## config.mk

```make
export PLATFORM = sky130hd
export DESIGN_NAME = div
export DESIGN_NICKNAME = d
export VERILOG_FILES = /design/src/rtl/div_pkg.sv /design/src/rtl/div.sv
export SDC_FILE = /design/constraint.sdc
export NUM_CORES = 1
export LEC_CHECK = 0
export ABC_AREA = 1
export CORE_AREA = 2 2 159 161
export DETAILED_ROUTE_END_ITERATION = 7
export DIE_AREA = 0 0 161 163
export PLACE_DENSITY = 0.76
export RECOVER_POWER = 50
export SETUP_SLACK_MARGIN = 0.2
export SYNTH_ARGS = -nofsm -noshare
export SYNTH_HDL_FRONTEND = slang
export SYNTH_SLANG_ARGS = --single-unit
```

## constraint.sdc

```tcl
create_clock -name clk -period 11.1 [get_ports clk]
set_clock_uncertainty 0.2 [all_clocks]
set_input_delay 1.665 -clock clk [delete_from_list [all_inputs] [get_ports clk]]
set_output_delay 1.665 -clock clk [all_outputs]
set_load 0.01 [all_outputs]
```

## src/rtl/div_pkg.sv

```systemverilog
// ---------------------------------------------------------------------------
// div_pkg
// Shared definitions for the iterative divider used by the execute stage.
//   - div_state_e   : divider FSM state codes (2 bits)
//   - DivResultReady / DivResultNotReady : ready_o levels
//   - DivStart / DivStop                  : start_i levels
//   - DoubleRegBus  : width of the {Hi, Lo} result bus
// ---------------------------------------------------------------------------
package div_pkg;

  typedef enum logic [1:0] {
    DivFree   = 2'b00,
    DivByZero = 2'b01,
    DivOn     = 2'b10,
    DivEnd    = 2'b11
  } div_state_e;

  localparam logic DivResultReady    = 1'b1;
  localparam logic DivResultNotReady = 1'b0;

  localparam logic DivStart = 1'b1;
  localparam logic DivStop  = 1'b0;

  localparam int DoubleRegBus = 64;

endpackage : div_pkg

```

## src/rtl/div.sv

```systemverilog
// ---------------------------------------------------------------------------
// div
// Iterative radix-2 restoring divider for div/divu. One quotient bit is
// produced per clock; a non-zero-divisor division completes 33 edges after
// it is accepted, a zero divisor completes after 2 edges with an all-zero
// result. Only one division is in flight at a time.
//
// Ports
//   clk          : clock
//   rst          : asynchronous reset, active low
//   signed_div_i : 1 = signed (div), 0 = unsigned (divu); sampled at accept
//   opdata1_i    : dividend; sampled at accept
//   opdata2_i    : divisor; sampled at accept
//   start_i      : request, held high by the execute stage until ready_o
//   annul_i      : flush, aborts any in-flight division
//   result_o     : {remainder (Hi), quotient (Lo)}, held until next accept
//   ready_o      : single-cycle pulse marking result_o valid
// ---------------------------------------------------------------------------
module div
  import div_pkg::*;
#(
  parameter int DATA_W = 32,
  parameter int CNT_W  = 6
) (
  input  logic                  clk,
  input  logic                  rst,
  input  logic                  signed_div_i,
  input  logic [DATA_W-1:0]     opdata1_i,
  input  logic [DATA_W-1:0]     opdata2_i,
  input  logic                  start_i,
  input  logic                  annul_i,
  output logic [2*DATA_W-1:0]   result_o,
  output logic                  ready_o
);

  localparam logic [DATA_W-1:0] ONE      = DATA_W'(1);
  localparam logic [CNT_W-1:0]  CNT_ONE  = CNT_W'(1);
  localparam logic [CNT_W-1:0]  CNT_LAST = CNT_W'(DATA_W - 1);

  // Two's-complement negation.
  function automatic logic [DATA_W-1:0] negate(input logic [DATA_W-1:0] v);
    return ~v + ONE;
  endfunction

  div_state_e          r_state;
  logic [CNT_W-1:0]    r_cnt;
  logic [DATA_W-1:0]   r_rem;     // partial remainder
  logic [DATA_W-1:0]   r_dvd;     // dividend, shifts out MSB-first, quotient shifts in
  logic [DATA_W-1:0]   r_dvs;     // |divisor|
  logic                r_neg1;    // dividend was negative (signed only)
  logic                r_neg2;    // divisor was negative (signed only)
  logic                r_signed;

  logic [DATA_W-1:0]   w_abs1;
  logic [DATA_W-1:0]   w_abs2;
  logic [DATA_W:0]     w_rem_sh;
  logic [DATA_W:0]     w_trial;
  logic                w_qbit;
  logic [DATA_W-1:0]   w_rem_next;
  logic [DATA_W-1:0]   w_quo_next;
  logic [DATA_W-1:0]   w_quo_fix;
  logic [DATA_W-1:0]   w_rem_fix;
  logic                w_abort;
  logic                w_accept;

  // Magnitudes at accept; unsigned operands pass through untouched.
  assign w_abs1 = (signed_div_i && opdata1_i[DATA_W-1]) ? negate(opdata1_i) : opdata1_i;
  assign w_abs2 = (signed_div_i && opdata2_i[DATA_W-1]) ? negate(opdata2_i) : opdata2_i;

  // One restoring step. The shifted remainder is below 2*divisor, so a
  // DATA_W+1 bit difference is enough: its MSB is set exactly when the
  // subtraction would go negative.
  assign w_rem_sh   = {r_rem, r_dvd[DATA_W-1]};
  assign w_trial    = w_rem_sh - {1'b0, r_dvs};
  assign w_qbit     = ~w_trial[DATA_W];
  assign w_rem_next = w_qbit ? w_trial[DATA_W-1:0] : w_rem_sh[DATA_W-1:0];
  assign w_quo_next = {r_dvd[DATA_W-2:0], w_qbit};

  // Quotient is negative when operand signs differ; remainder follows the
  // dividend's sign. INT_MIN / -1 wraps back to INT_MIN naturally.
  assign w_quo_fix = (r_signed && (r_neg1 ^ r_neg2)) ? negate(w_quo_next) : w_quo_next;
  assign w_rem_fix = (r_signed && r_neg1) ? negate(w_rem_next) : w_rem_next;

  assign w_abort  = annul_i || (start_i == DivStop);
  assign w_accept = (start_i == DivStart) && !annul_i;

  always_ff @(posedge clk or negedge rst) begin
    if (!rst) begin
      r_state  <= DivFree;
      r_cnt    <= '0;
      r_rem    <= '0;
      r_dvd    <= '0;
      r_dvs    <= '0;
      r_neg1   <= 1'b0;
      r_neg2   <= 1'b0;
      r_signed <= 1'b0;
      result_o <= '0;
      ready_o  <= DivResultNotReady;
    end else begin
      case (r_state)
        DivFree: begin
          ready_o <= DivResultNotReady;
          if (w_accept) begin
            if (opdata2_i == '0) begin
              r_state <= DivByZero;
            end else begin
              r_state  <= DivOn;
              r_cnt    <= '0;
              r_rem    <= '0;
              r_dvd    <= w_abs1;
              r_dvs    <= w_abs2;
              r_neg1   <= signed_div_i & opdata1_i[DATA_W-1];
              r_neg2   <= signed_div_i & opdata2_i[DATA_W-1];
              r_signed <= signed_div_i;
            end
          end
        end

        DivByZero: begin
          if (w_abort) begin
            r_state <= DivFree;
          end else begin
            r_state  <= DivEnd;
            result_o <= '0;
            ready_o  <= DivResultReady;
          end
        end

        DivOn: begin
          if (w_abort) begin
            r_state <= DivFree;
          end else begin
            r_rem <= w_rem_next;
            r_dvd <= w_quo_next;
            r_cnt <= r_cnt + CNT_ONE;
            if (r_cnt == CNT_LAST) begin
              r_state  <= DivEnd;
              result_o <= {w_rem_fix, w_quo_fix};
              ready_o  <= DivResultReady;
            end
          end
        end

        DivEnd: begin
          // Always drop ready here so a following request never sees it stale.
          r_state <= DivFree;
          ready_o <= DivResultNotReady;
        end

        default: begin
          r_state <= DivFree;
          ready_o <= DivResultNotReady;
        end
      endcase
    end
  end

endmodule : div

```

# Yosys cells after proc, flatten, opt, wreduce, memory -nomap -nowiden
# Index checks and enable logic that the tools add are counted.
totals:
  register_bits: 172
  input_bits: 69
  output_inout_bits: 65
  wordCells: 84
classes:
  addsub: 6
  n_eq_ne: 10
  muxes: 31
  bitwise: 10
  reduce_logical: 17
op_table:
  columns: ["op", "n"]
  rows:
  - ["32-bit two-way mux", 11]
  - ["64-bit two-way mux", 3]
  - ["32-bit by 1-bit adder with 32-bit output, second input constant", 4]
  - ["32-bit NOT", 4]
  - ["32-bit case mux with 2 select lines", 2]
  - ["64-bit case mux with 2 select lines", 1]
  - ["33-bit by 32-bit subtractor with 33-bit output", 1]
  - ["32-bit zero test", 1]
  - ["6-bit two-way mux", 3]
  - ["6-bit case mux with 2 select lines", 1]
  - ["2-bit two-way mux", 5]
  - ["2-bit inequality test, second input constant", 5]
  - ["2-bit case mux with 4 select lines", 1]
  - ["4-bit AND reduction", 2]
  - ["6-bit by 1-bit adder with 6-bit output, second input constant", 1]
  - ["6-bit by 5-bit == test with 1-bit output, second input constant", 1]
  - ["3-bit AND reduction", 2]
  - ["1-bit logical AND", 5]
  - ["2-bit == test, second input constant", 2]
  - ["2-bit nonzero test", 2]
  - ["1-bit two-way mux", 3]
  - ["3-bit inequality test, second input constant", 1]
  - ["1-bit NOT", 3]
  - ["1-bit case mux with 3 select lines", 1]
  - ["other kinds (8)", 9]

# Longest topological paths before layout
logic_depth:
  word_depth: 8
  mapped_depth: 29
  mapped_depth_nobuf: 28

# Worst setup path before layout
# OpenSTA, ideal clock, no wires.
synth_path:
  path_kind: "reg2reg"
  start: "register r_dvd[31]"
  end: "register result_o[28]"
  setup_ps: 123
  t_arrival_ps: 3675
  required_time_ps: 10777
  path_slack_ps: 7102
  path_stages_with_launch: 29
  n_path_buf: 1
  period_less_slack_ps: 3998
  path_cell_list: "dfrtp_1 > inv_1 > ha_1 > inv_1 > fa_1 > nand2_1 > nand2_1 > nand3_2 > nand2_4 > nand2_4 > nand2_4 > nand2_4 > nand3_2 > nand2_4 > buf_4 > ha_1 > nand3_1 > nor3_1 > nand2_1 > nor3_2 > nand3_1 > nor2_1 > a21oi_1 > a21oi_1 > o21ai_0 > nor2_1 > a21oi_1 > o21ai_0 > nand2_1"
synth_between:
  elab_chain_cells: 8
synth_rtl:
  columns: ["element", "line", "source"]
  rows:
  - ["start, declared", "div.sv:48", "logic [DATA_W-1:0] r_dvd;"]
  - ["start signal, assigned", "div.sv:110", "r_dvd <= w_abs1;"]
  - ["start signal, assigned", "div.sv:134", "r_dvd <= w_quo_next;"]
  - ["33-bit by 32-bit subtractor with 33-bit output", "div.sv:74", "assign w_trial = w_rem_sh - {1'b0, r_dvs};"]
  - ["1-bit NOT", "div.sv:75", "assign w_qbit = ~w_trial[DATA_W];"]
  - ["32-bit NOT", "div.sv:42", "return ~v + ONE;"]
  - ["32-bit by 1-bit adder with 32-bit output", "div.sv:42", null]
  - ["32-bit two-way mux", "div.sv:81", "assign w_quo_fix = (r_signed && (r_neg1 ^ r_neg2)) ? negate(w_quo_next) : w_quo_next;"]
  - ["64-bit two-way mux", "div.sv:136", "if (r_cnt == CNT_LAST) begin"]
  - ["64-bit two-way mux", "div.sv:130", "if (w_abort) begin"]
  - ["64-bit case mux with 2 select lines", "div.sv:100", "case (r_state)"]
  - ["end signal, assigned", "div.sv:138", "result_o <= {w_rem_fix, w_quo_fix};"]
  - ["end, declared", "div.sv:32", "output logic [2*DATA_W-1:0] result_o,"]
# Every way passes these cells. The select of a mux whose other input is x is not followed.
# A chain may end at the register's enable or synchronous reset.

==> summary.md <==
Counting along the longest clock path gives a buffer depth of 2. After detailed placement, the design holds a cell count of 2,457. The number of distinct standard cells referenced by the synthesized netlist came out at 50. For the number of instances resized during post-cts repair, the log shows 0. For flop-to-flop paths, the worst setup slack is 5.95 ns. The run gives 0 as the antenna diode count. Walking the worst path, the cells encountered are clkbuf_1 -> clkbuf_1 -> buf_4. The flow ran to the end, but the final reports show violations. The basic-gate share of the synthesized area counting and, or, nand and nor cells is 35.5%. The worst setup slack after placement is 4.87 ns.

In this run the most critical hold path is launched from result_o[12]. The run gives 2,150 as the synthesized net count. The Yosys step of the flow raised 0 warnings. The cell count of the worst reg-to-reg path is 27, and the effective utilization at floorplan is 53.8%. Counting the buffers created by CTS gives 17. The adder-cell share of the synthesized area came out at 3.92%.

The most used flip-flop cell after synthesis is sky130_fd_sc_hd__dfrtp_1. The tools report the count of endpoints failing setup in the final report as 0. The worst hold path terminates at result_o[12]. The tools report the global-route wire length before repair as 68,600 um. The worst register-to-register path ends at result_o[28]. The net count of the finished layout is 2,256.

The final reports fail on capacitance limit, slew limit. The final count of pins violating max slew came out at 176. The routed length per instance was 17.0 um; the power density relative to cell area was 342 nW/um^2. TritonCTS built the clock tree. The final setup TNS is 0 ns, and the initial antenna violation count is 0.

In this run the tightest slew margin relative to its limit is -153%. The proportion of register bits with asynchronous set or reset after synthesis works out to 100%. The core region is 24,700 sq um. The number of cells on the worst hold path was 2; the overall routed net length was 42,300 um.

The row count was 58; the share of layout cells above drive strength 1 was 5.23%. At the later pin of the worst-skew pair, clock insertion delay measures 0.44 ns. In this run the worst hold path is classified as reg2reg.

For the pin with the worst max-slew slack, the measured transition is 3.80 ns. The run gives 13,025 as the number of global-route vias before repair. The worst setup path is captured at an async pin. From left edge to right edge, the die measures 161 um.

The run gives 33,300 um as the total half-perimeter wirelength after legalization and detailed placement. The multiplexer fraction of the synthesized cell area is 0.0849%, and the number of standard cells after synthesis is 2,040. The critical path's largest stage delay came out at 2.75 ns. The largest net degree at the start of global routing is 71, and the die area is 26,200 sq um. For this design, the slowest cell found on the critical path is sky130_fd_sc_hd__clkbuf_1. The pre-antenna-repair detailed-routing pass consisted of 6 iterations. Summed over all layers, the global routing overflow is 0. For the data arrival time of the critical path, the log shows 6.88 ns. Summing every instance area after synthesis gives 13,300 sq um. Dividing the synthesized area by the synthesized cell count gives 6.50 sq um. Along the worst path, the maximum fanout reaches 70. The worst path in the final design needs a cycle of 6.62 ns, including I/O delays and setup. The top achievable clock speed is 151 MHz, and the number of enable flip-flop cells after synthesis is 0. First-iteration detailed-routing DRC count: 1,185. STA classifies the critical path startpoint as a primary input.

The worst register-to-register path begins at r_dvd[31]. At the end of routability-driven placement, the weighted congestion stood at 0.939. Setup repair after global routing left no endpoint under its margin. Summing the areas of all compound-gate instances in the mapped netlist gives 12.8% of the synthesized area. The residual antenna-violating net count after detailed routing came out at 0. The port buffer count was 133; the H-tree depth reported by CTS was 4.

The reported leakage power was 0.00811 uW. The library cell appearing most often on the critical path was sky130_fd_sc_hd__clkbuf_1. By area, the combinational part of the netlist is dominated by simple AND/OR/NAND/NOR gates. After clock tree synthesis, the clock-pin slew on the worst setup and hold paths is 0.07 ns. Pin placement for this block handled 134 I/O pins.

The worst setup margin was 4.48 ns. Detailed routing inserted a total of 13,544 vias. The part of the cycle the worst path needs works out to 59.6%.

Clock sink total: 172. The routed via count divided by cell count was 5.44. The logs give 32.4% for the sequential-to-total area share from yosys stat and 3 for the max-capacitance violation count. The maximum resistive drop on vdd is 0.000135 V. Post-synthesis xor/xnor area fraction: 4.82%.

The critical path is of the in2async type. For this run, design rule violations remaining after detail routing come to 0. The global-route usage over all layers was 33.1%; the data required time at the worst endpoint was 11.36 ns.

Measured along the y axis, the die boundary spans 163 um. Counting flops and latches in the post-synthesis netlist gives 172. The number of setup buffers added after CTS is 0. The layout filler cell count was 2,426. The count of final hold-check violations was 0. The tools report the clock root buffer as sky130_fd_sc_hd__clkbuf_16.

On the final layout, the worst hold slack is 0.274 ns. After clock tree synthesis, the flow added hold-fix buffers numbering 0. The run gives 2,489 as the post-layout instance count excluding filler cells. The relative area change from synthesis to final layout works out to 16.3%.
-- worst max-delay path, delay by kind of cell --
family	cells	cell delay [ns]
buf+inv	3	5.10
-- cells in the mapped netlist, types with 4 or more instances --
master	count	share of area, %
sky130_fd_sc_hd__nand2_1	699	20
sky130_fd_sc_hd__buf_6	6	0.51
sky130_fd_sc_hd__buf_1	7	0.20
sky130_fd_sc_hd__nand2_4	9	0.76
sky130_fd_sc_hd__inv_2	5	0.14
sky130_fd_sc_hd__dfrtp_1	172	32
sky130_fd_sc_hd__o221ai_1	28	1.8
sky130_fd_sc_hd__o22ai_1	29	1.4
sky130_fd_sc_hd__nor3_1	28	1.1
sky130_fd_sc_hd__nand3_2	5	0.38
sky130_fd_sc_hd__xnor2_1	23	1.5
sky130_fd_sc_hd__nand2_2	29	1.4
sky130_fd_sc_hd__nor4_1	9	0.42
sky130_fd_sc_hd__nand3b_1	7	0.40
sky130_fd_sc_hd__o21ai_1	18	0.68
sky130_fd_sc_hd__nor2_2	9	0.42
sky130_fd_sc_hd__a21oi_1	59	2.2
sky130_fd_sc_hd__clkinv_1	4	0.11
sky130_fd_sc_hd__nand3_1	104	3.9
sky130_fd_sc_hd__xor2_1	50	3.3
sky130_fd_sc_hd__nor2_4	4	0.34
sky130_fd_sc_hd__inv_1	282	8.0
sky130_fd_sc_hd__a22oi_1	4	0.23
sky130_fd_sc_hd__a31oi_1	4	0.19
sky130_fd_sc_hd__o21ai_0	134	5.1
sky130_fd_sc_hd__buf_2	9	0.34
sky130_fd_sc_hd__nand4_1	22	1.0
sky130_fd_sc_hd__nor2_1	175	5.0
sky130_fd_sc_hd__ha_1	40	3.8
sky130_fd_sc_hd__clkbuf_1	32	0.91
-- power breakdown --
| group | leakage (uW) | switching (uW) | internal, uW |
|---|---|---|---|
| clock | 0.000302 | 300 | 328 |
| sequential | 0.00223 | 226 | 887 |
| combinational | 0.00558 | 2400 | 1130 |
-- cell usage in the layout (no fill, tap or decap), types with 7 or more instances in the layout --
cell | Yosys | final
sky130_fd_sc_hd__nand4_1 | 22 | 22
sky130_fd_sc_hd__dfrtp_1 | 172 | 172
sky130_fd_sc_hd__nand3b_1 | 7 | 7
sky130_fd_sc_hd__nor4_1 | 9 | 9
sky130_fd_sc_hd__nand2_1 | 699 | 699
sky130_fd_sc_hd__nand2_2 | 29 | 29
sky130_fd_sc_hd__o21ai_1 | 18 | 18
sky130_fd_sc_hd__nor2_2 | 9 | 9
sky130_fd_sc_hd__o221ai_1 | 28 | 28
sky130_fd_sc_hd__o22ai_1 | 29 | 29
sky130_fd_sc_hd__xnor2_1 | 23 | 23
sky130_fd_sc_hd__ha_1 | 40 | 40
sky130_fd_sc_hd__nor3_1 | 28 | 28
sky130_fd_sc_hd__clkbuf_16 | 0 | 17
sky130_fd_sc_hd__buf_4 | 3 | 9
sky130_fd_sc_hd__xor2_1 | 50 | 50
sky130_fd_sc_hd__nand2_4 | 9 | 9
sky130_fd_sc_hd__a21oi_1 | 59 | 59
sky130_fd_sc_hd__dlygate4sd3_1 | 0 | 67
sky130_fd_sc_hd__nor2_1 | 175 | 175
sky130_fd_sc_hd__clkdlybuf4s50_1 | 0 | 65
sky130_fd_sc_hd__inv_1 | 282 | 281
sky130_fd_sc_hd__o21ai_0 | 134 | 134
sky130_fd_sc_hd__nand3_1 | 104 | 103
-- area by class of cell --
cell class	instances	area, sq um	area share (%)
clock inverters	14	191	1.24
well taps	330	413	2.68
clock buffers	18	429	2.78
repair buffers	144	1400	9.08
flip-flops and latches	172	4300	27.9
multi-input cells	1520	7590	49.2
inverters	291	1090	7.08
-- routing by layer --
metal	GRT usage, %	share of wire, %	vias to the layer above
li1	-	-	6718
met1	43.3	42	6228
met2	54.9	47	483
met3	3.72	5.4	115
met4	16.6	5.2	0
met5	0	0	-
-- sequential cells by signal, summed over array words and instances, names as in the netlist --
register and count:
r_dvd 32, r_cnt 6, r_neg1 1, r_neg2 1
r_rem 32, ready_o 1, result_o 64, r_signed 1
r_dvs 32, r_state 2
-- metrics by stage --
stage | power (uW) | util, % | area (sq um)
finish | 5270 | 62.5 | 15400
detailed placement | 4620 | 60.1 | 14800
floorplan | 3540 | - | 13300
global route | 5760 | 62.5 | 15400
global placement | 4580 | 60.1 | 14800
CTS | 5270 | 62.6 | 15400
-- cells by family after synthesis --
| logic type | after synthesis |
|---|---|
| mux | 1 |
| simple gates | 1110 |
| xor+xnor | 73 |
| compound gates | 295 |
| flops | 172 |
| buf+inv | 348 |
| fa+ha+maj | 41 |
-- worst max-delay path by stage --
| stage | start | endpoint | slack (ns) | depth (start not counted) |
|---|---|---|---|---|
| final | rst | result_o[12] | 4.48 | 3 |
| after global routing | rst | result_o[46] | 3.38 | 3 |
| after CTS | opdata2_i[0] | r_cnt[5] | 5.33 | 19 |
| after detailed placement | opdata2_i[0] | r_cnt[5] | 4.87 | 19 |
| after global placement | opdata2_i[0] | r_cnt[5] | 4.94 | 19 |
| after floorplan | r_dvd[31] | result_o[28] | 7.10 | 28 |
(Power assumes the default switching activity.)
